--- src/rtl/clk_rst_pkg.sv ---
// Shared types and constants for the clock/reset sequencer.
package clk_rst_pkg;

    typedef enum logic [2:0] {
        S_PLL_RST,
        S_WAIT_LOCK,
        S_FILTER,
        S_RELEASE,
        S_RUN,
        S_FAULT
    } seq_state_t;

    localparam int LOSS_CNT_W = 8;

endpackage

--- src/rtl/clk_rst_sequencer_lock_sync.sv ---
// Two-flop synchronizer bringing PLL lock into the SYSCLK domain.
module lock_sync #(
    parameter logic RST_VAL = 1'b0
) (
    input  logic clk,
    input  logic rst,
    input  logic din,
    output logic dout
);

    logic meta;

    always_ff @(posedge clk) begin
        if (rst) begin
            meta <= RST_VAL;
            dout <= RST_VAL;
        end else begin
            meta <= din;
            dout <= meta;
        end
    end

endmodule

--- src/rtl/clk_rst_sequencer.sv ---
// PLL reset/lock sequencer with ordered downstream reset release.
// Define CLK_RST_SEQ_STATS_EN to build the lock-loss counter.
module clk_rst_sequencer
    import clk_rst_pkg::*;
#(
    parameter int PLL_RST_CYCLES     = 200,
    parameter int LOCK_TIMEOUT       = 200000,
    parameter int LOCK_FILTER_CYCLES = 1024,
    parameter int NUM_STAGES         = 3,
    parameter int STAGE_DELAY        = 256,
    parameter int MAX_RETRIES        = 4
) (
    input  logic                  SYSCLK,
    input  logic                  RST,
    input  logic                  PLL_LOCKED,
    output logic                  PLL_RST,
    output logic [NUM_STAGES-1:0] RST_OUT,
    output logic                  READY,
    output logic                  FAULT,
    output logic [LOSS_CNT_W-1:0] LOCK_LOSS_CNT
);

    localparam int RST_W = $clog2(PLL_RST_CYCLES + 1);
    localparam int TO_W  = $clog2(LOCK_TIMEOUT + 1);
    localparam int FLT_W = $clog2(LOCK_FILTER_CYCLES + 1);
    localparam int DLY_W = $clog2(STAGE_DELAY + 1);
    localparam int RTY_W = $clog2(MAX_RETRIES + 1);

    localparam logic [RST_W-1:0] RST_LAST = RST_W'(PLL_RST_CYCLES - 1);
    localparam logic [TO_W-1:0]  TO_LAST  = TO_W'(LOCK_TIMEOUT - 1);
    localparam logic [TO_W-1:0]  TO_MAX   = TO_W'(LOCK_TIMEOUT);
    localparam logic [FLT_W-1:0] FLT_LAST = FLT_W'(LOCK_FILTER_CYCLES - 1);
    localparam logic [DLY_W-1:0] DLY_LAST = DLY_W'(STAGE_DELAY - 1);
    localparam logic [RTY_W-1:0] RTY_MAX  = RTY_W'(MAX_RETRIES);

    logic lock_s;

    lock_sync #(.RST_VAL(1'b0)) u_sync (
        .clk  (SYSCLK),
        .rst  (RST),
        .din  (PLL_LOCKED),
        .dout (lock_s)
    );

    seq_state_t              state, state_n;
    logic [RST_W-1:0]        rst_cnt, rst_cnt_n;
    logic [TO_W-1:0]         to_cnt, to_cnt_n, to_inc;
    logic [FLT_W-1:0]        flt_cnt, flt_cnt_n;
    logic [DLY_W-1:0]        dly_cnt, dly_cnt_n;
    logic [RTY_W-1:0]        retry, retry_n;
    logic                    pll_rst_n, ready_n, fault_n;
    logic [NUM_STAGES-1:0]   rst_out_n;
    logic                    lock_loss, start_rel;

    // Timeout keeps counting through filter bounces but must never wrap.
    assign to_inc = (to_cnt == TO_MAX) ? to_cnt : to_cnt + 1'b1;

    always_ff @(posedge SYSCLK) begin
        if (RST) begin
            state   <= S_PLL_RST;
            rst_cnt <= '0;
            to_cnt  <= '0;
            flt_cnt <= '0;
            dly_cnt <= '0;
            retry   <= '0;
            PLL_RST <= 1'b1;
            RST_OUT <= '1;
            READY   <= 1'b0;
            FAULT   <= 1'b0;
        end else begin
            state   <= state_n;
            rst_cnt <= rst_cnt_n;
            to_cnt  <= to_cnt_n;
            flt_cnt <= flt_cnt_n;
            dly_cnt <= dly_cnt_n;
            retry   <= retry_n;
            PLL_RST <= pll_rst_n;
            RST_OUT <= rst_out_n;
            READY   <= ready_n;
            FAULT   <= fault_n;
        end
    end

    always_comb begin
        state_n   = state;
        rst_cnt_n = '0;
        to_cnt_n  = to_cnt;
        flt_cnt_n = '0;
        dly_cnt_n = '0;
        retry_n   = retry;
        pll_rst_n = 1'b0;
        rst_out_n = RST_OUT;
        ready_n   = READY;
        fault_n   = 1'b0;
        lock_loss = 1'b0;
        start_rel = 1'b0;

        unique case (state)
            S_PLL_RST: begin
                pll_rst_n = 1'b1;
                rst_out_n = '1;
                ready_n   = 1'b0;
                to_cnt_n  = '0;
                if (rst_cnt == RST_LAST) begin
                    state_n   = S_WAIT_LOCK;
                    pll_rst_n = 1'b0;
                end else begin
                    rst_cnt_n = rst_cnt + 1'b1;
                end
            end
            S_WAIT_LOCK: begin
                to_cnt_n = to_inc;
                if (lock_s) begin
                    if (flt_cnt == FLT_LAST) begin
                        start_rel = 1'b1;
                    end else begin
                        state_n   = S_FILTER;
                        flt_cnt_n = flt_cnt + 1'b1;
                    end
                end else if (to_cnt >= TO_LAST) begin
                    retry_n   = retry + 1'b1;
                    to_cnt_n  = '0;
                    pll_rst_n = 1'b1;
                    if (retry_n == RTY_MAX) begin
                        state_n = S_FAULT;
                        fault_n = 1'b1;
                    end else begin
                        state_n = S_PLL_RST;
                    end
                end
            end
            S_FILTER: begin
                to_cnt_n = to_inc;
                if (!lock_s) begin
                    state_n = S_WAIT_LOCK;
                end else if (flt_cnt == FLT_LAST) begin
                    start_rel = 1'b1;
                end else begin
                    flt_cnt_n = flt_cnt + 1'b1;
                end
            end
            S_RELEASE: begin
                if (!lock_s) begin
                    lock_loss = 1'b1;
                end else if (dly_cnt == DLY_LAST) begin
                    // Resets form a thermometer code, so shifting frees the next stage.
                    rst_out_n = RST_OUT << 1;
                    if (rst_out_n == '0) begin
                        ready_n = 1'b1;
                        state_n = S_RUN;
                        retry_n = '0;
                    end
                end else begin
                    dly_cnt_n = dly_cnt + 1'b1;
                end
            end
            S_RUN: begin
                if (!lock_s) lock_loss = 1'b1;
            end
            S_FAULT: begin
                pll_rst_n = 1'b1;
                rst_out_n = '1;
                ready_n   = 1'b0;
                fault_n   = 1'b1;
            end
            default: begin
                state_n   = S_PLL_RST;
                pll_rst_n = 1'b1;
                rst_out_n = '1;
                ready_n   = 1'b0;
            end
        endcase

        if (start_rel) begin
            rst_out_n    = '1;
            rst_out_n[0] = 1'b0;
            if (NUM_STAGES == 1) begin
                ready_n = 1'b1;
                state_n = S_RUN;
                retry_n = '0;
            end else begin
                state_n = S_RELEASE;
            end
        end

        if (lock_loss) begin
            state_n   = S_PLL_RST;
            pll_rst_n = 1'b1;
            rst_out_n = '1;
            ready_n   = 1'b0;
            retry_n   = '0;
            to_cnt_n  = '0;
        end
    end

`ifdef CLK_RST_SEQ_STATS_EN
    logic [LOSS_CNT_W-1:0] loss_cnt;

    always_ff @(posedge SYSCLK) begin
        if (RST) begin
            loss_cnt <= '0;
        end else if (lock_loss && loss_cnt != '1) begin
            loss_cnt <= loss_cnt + 1'b1;
        end
    end

    assign LOCK_LOSS_CNT = loss_cnt;
`else
    assign LOCK_LOSS_CNT = '0;
`endif

endmodule

--- config.mk ---
export PLATFORM = sky130hd
export DESIGN_NAME = clk_rst_sequencer
export DESIGN_NICKNAME = d
export VERILOG_FILES = /design/src/rtl/clk_rst_pkg.sv /design/src/rtl/clk_rst_sequencer_lock_sync.sv /design/src/rtl/clk_rst_sequencer.sv
export SDC_FILE = /design/constraint.sdc
export NUM_CORES = 1
export LEC_CHECK = 0
export CAP_MARGIN = 0
export CORE_ASPECT_RATIO = 0.6
export CORE_MARGIN = 8
export CORE_UTILIZATION = 35
export DETAILED_ROUTE_END_ITERATION = 12
export PLACE_DENSITY = 0.56
export SYNTH_ARGS = -nofsm -noshare
export SYNTH_HDL_FRONTEND = slang
export SYNTH_HIERARCHICAL = 1
export SYNTH_SLANG_ARGS = --single-unit
--- constraint.sdc ---
create_clock -name SYSCLK -period 2.78 [get_ports SYSCLK]
set_input_delay 0.417 -clock SYSCLK [delete_from_list [all_inputs] [get_ports SYSCLK]]
set_output_delay 0.417 -clock SYSCLK [all_outputs]
set_load 0.01 [all_outputs]
==> results.yml <==
sta:
  skew_ns: 0.00392
  setup_viol: 0
  max_freq_mhz: 460
  setup_slack_ns: 0.608
  hold_viol_final: 0
  period_share_pct: 78.1
  fin_setup_tns_ns: 0
  finalMaxSlewViolations: 0
  final.min_clock_period_ns: 2.17
  relSlewSlack_pct: 58.8
  rsz0062_at_grt: "no"
  worstMarginPinSlew_ns: 0.617
logic_synthesis:
  synth_area_sq_um: 3050
  synth.top_cells.by_area: "dfxtp_1 39%, nor2_1 7.5%, xor2_1 5.5%"
  synth_cell_types: 59
  yosysTopAreaCell: "dfxtp_1"
  synth_ff_type: "dfxtp_1"
  syn_inst: 354
  ys_seq_elements: 60
  synthArstFlopShare_pct: 0
  synth-edff-count: 0
  avgSynthCellArea_sq_um: 8.61
  ys.warnings.count: 6
  synth.top_cell.area_share_pct: 39.4
  yosysSeqAreaShare_pct: 39.4
cts:
  cts_tree: "done"
  clockBufferDepth: 2
  path_clk_slew_ns: 0.05
  cts_hold_buf: 0
  numCtsBuffers: 9
  post_cts_buffers: 0
  cts_sinks: 60
  cts-resized-gates: 0
  root_buffer: "clkbuf_16"
  clkLatencyLatePin_ns: 0.33
  htree_levels: 3
setup_path:
  cp-end-kind: "flip-flop"
  crit_type: "reg2reg"
  arrival_ns: 2.37
  critPathLaunch: "to_cnt[12]"
  start_kind: "flip-flop"
  worstPathMaxFanout: 15
  r2r-start: "to_cnt[12]"
  cp.required_ns: 2.98
place:
  routabilityCongestion: 0.782
  portBuffers: 8
  dpl.hpwl_um: 4390
  placed_area_sq_um: 3130
  place_ws_ns: 0.594
cells_and_area:
  num-nets-final: 370
  antennaDiodeCount: 0
  fin_area_sq_um: 3430
  layout_common_cells: "61 x nor2_1, 60 x dfxtp_1, 24 x nand2_1, 19 x xor2_1, 17 x nand3_1"
  final_common_cell: "nor2_1"
  syn_to_final_growth_pct: 12.6
  drive_gt1_share_pct: 9.34
  fin_util_pct: 40.4
die:
  start_util_pct: 35.9
  io_pins: 17
  die_h_um: 88.3
  dieWidth_um: 136
  die_area_sq_um: 12000
  core_sq_um: 8490
  core.rowCount: 26
drt:
  ant_nets: 0
  via_per_inst: 4.99
  num_vias: 2376
  routedWlPerCell_um: 12.9
  drt_wl_total_um: 6130
  drt-pass1-iter-count: 4
  drtIter0Drc: 158
  drc: 0
worst_hold_path:
  hold_start: "u_sync/meta"
  hp-class: "reg2reg"
run_status:
  status: "finished, final reports clean"
power:
  vdd_drop_max_mv: 0.316
  power.leakage_nw: 1.20
  p_per_area_nw_per_um2: 623
global_route:
  antenna_found_initial: 0
  grt_max_degree: 16
  grt_pass1_vias: 2210
  grt-ovfl-total: 0
  grt_pass1_wl_um: 10700
  gr-usage-all-layers_pct: 11.2
flow_run:
  drv_cap: 0
-- critical path, cell delays in order, from the launching register on --
cell	delay (ns)
dfxtp_1	0.33
or4_4	0.56
nor4_4	0.32
a2bb2oi_2	0.17
nor2b_4	0.16
o221ai_4	0.41
nor2_1	0.10
-- cell usage after synthesis (9+ instances only) --
cell type and count:
nor2_1 61, a21oi_1 11, inv_1 10, nand3_1 17, dfxtp_1 60, xnor2_1 15
and3_1 9, nand4_1 13, xor2_1 19, nor3_1 10, buf_4 11, nand2_1 24
-- routing by layer --
metal / track usage [%] / vias up / routed length, um
li1: - / 1233 / -
met1: 15.6 / 1095 / 3400
met2: 15.0 / 38 / 2310
met3: 4.14 / 10 / 314
met4: 4.76 / 0 / 110
met5: 0 / - / 0
-- registers in the layout (all words and copies together), names as in the netlist --
signal and cells:
to_cnt 18, flt_cnt 11, dly_cnt 9, rst_cnt 8
RST_OUT 3, retry 3, state 3, FAULT 1
PLL_RST 1, READY 1, u_sync/dout 1, u_sync/meta 1
-- layout make-up --
| class | instances | area (sq um) |
|---|---|---|
| tap | 112 | 140 |
| fill | 847 | 5060 |
| clock inverter | 7 | 75.1 |
| clock buffer | 9 | 225 |
| timing repair buffer | 12 | 110 |
| sequential | 60 | 1200 |
| inverter | 10 | 37.5 |
| multi-input combinational | 266 | 1640 |
-- path summary, 6_finish.rpt --
path | endpoint | slack (ns) | depth (start not counted)
worst min register to register | u_sync/dout | 0.44 | 1
worst max register to register | to_cnt[13] | 0.61 | 6
worst min-delay path | u_sync/dout | 0.44 | 1
worst max-delay path | to_cnt[13] | 0.61 | 6
-- stage by stage --
| step | power [mW] | std cells | hold WS [ns] |
|---|---|---|---|
| 2_1_floorplan | 1.03 | 361 | 0.414 |
| 3_3_place_gp | 1.05 | 460 | 0.421 |
| 3_5_place_dp | 1.05 | 460 | 0.430 |
| 4_1_cts | 2.17 | 476 | 0.443 |
| 5_1_grt | 2.22 | 476 | 0.467 |
| 6_report | 2.14 | 476 | 0.441 |
-- report_power, final --
| group | total, mW | internal [mW] | switching, mW |
|---|---|---|---|
| clock network | 1.10 | 0.696 | 0.407 |
| logic | 0.127 | 0.0474 | 0.0792 |
| registers | 0.908 | 0.879 | 0.0292 |
-- cell families after synthesis --
logic type                 synth area share, %
and+or+nand+nor                           28.7
DFF                                       39.4
AOI/OAI and AO/OA                         10.4
buffers and inverters                     7.60
xor gates and xnor gates                  9.77
adders and majority gates                 3.29
muxes                                    0.698
other                                    0.123
No activity file was read; power rests on OpenSTA's default activity.
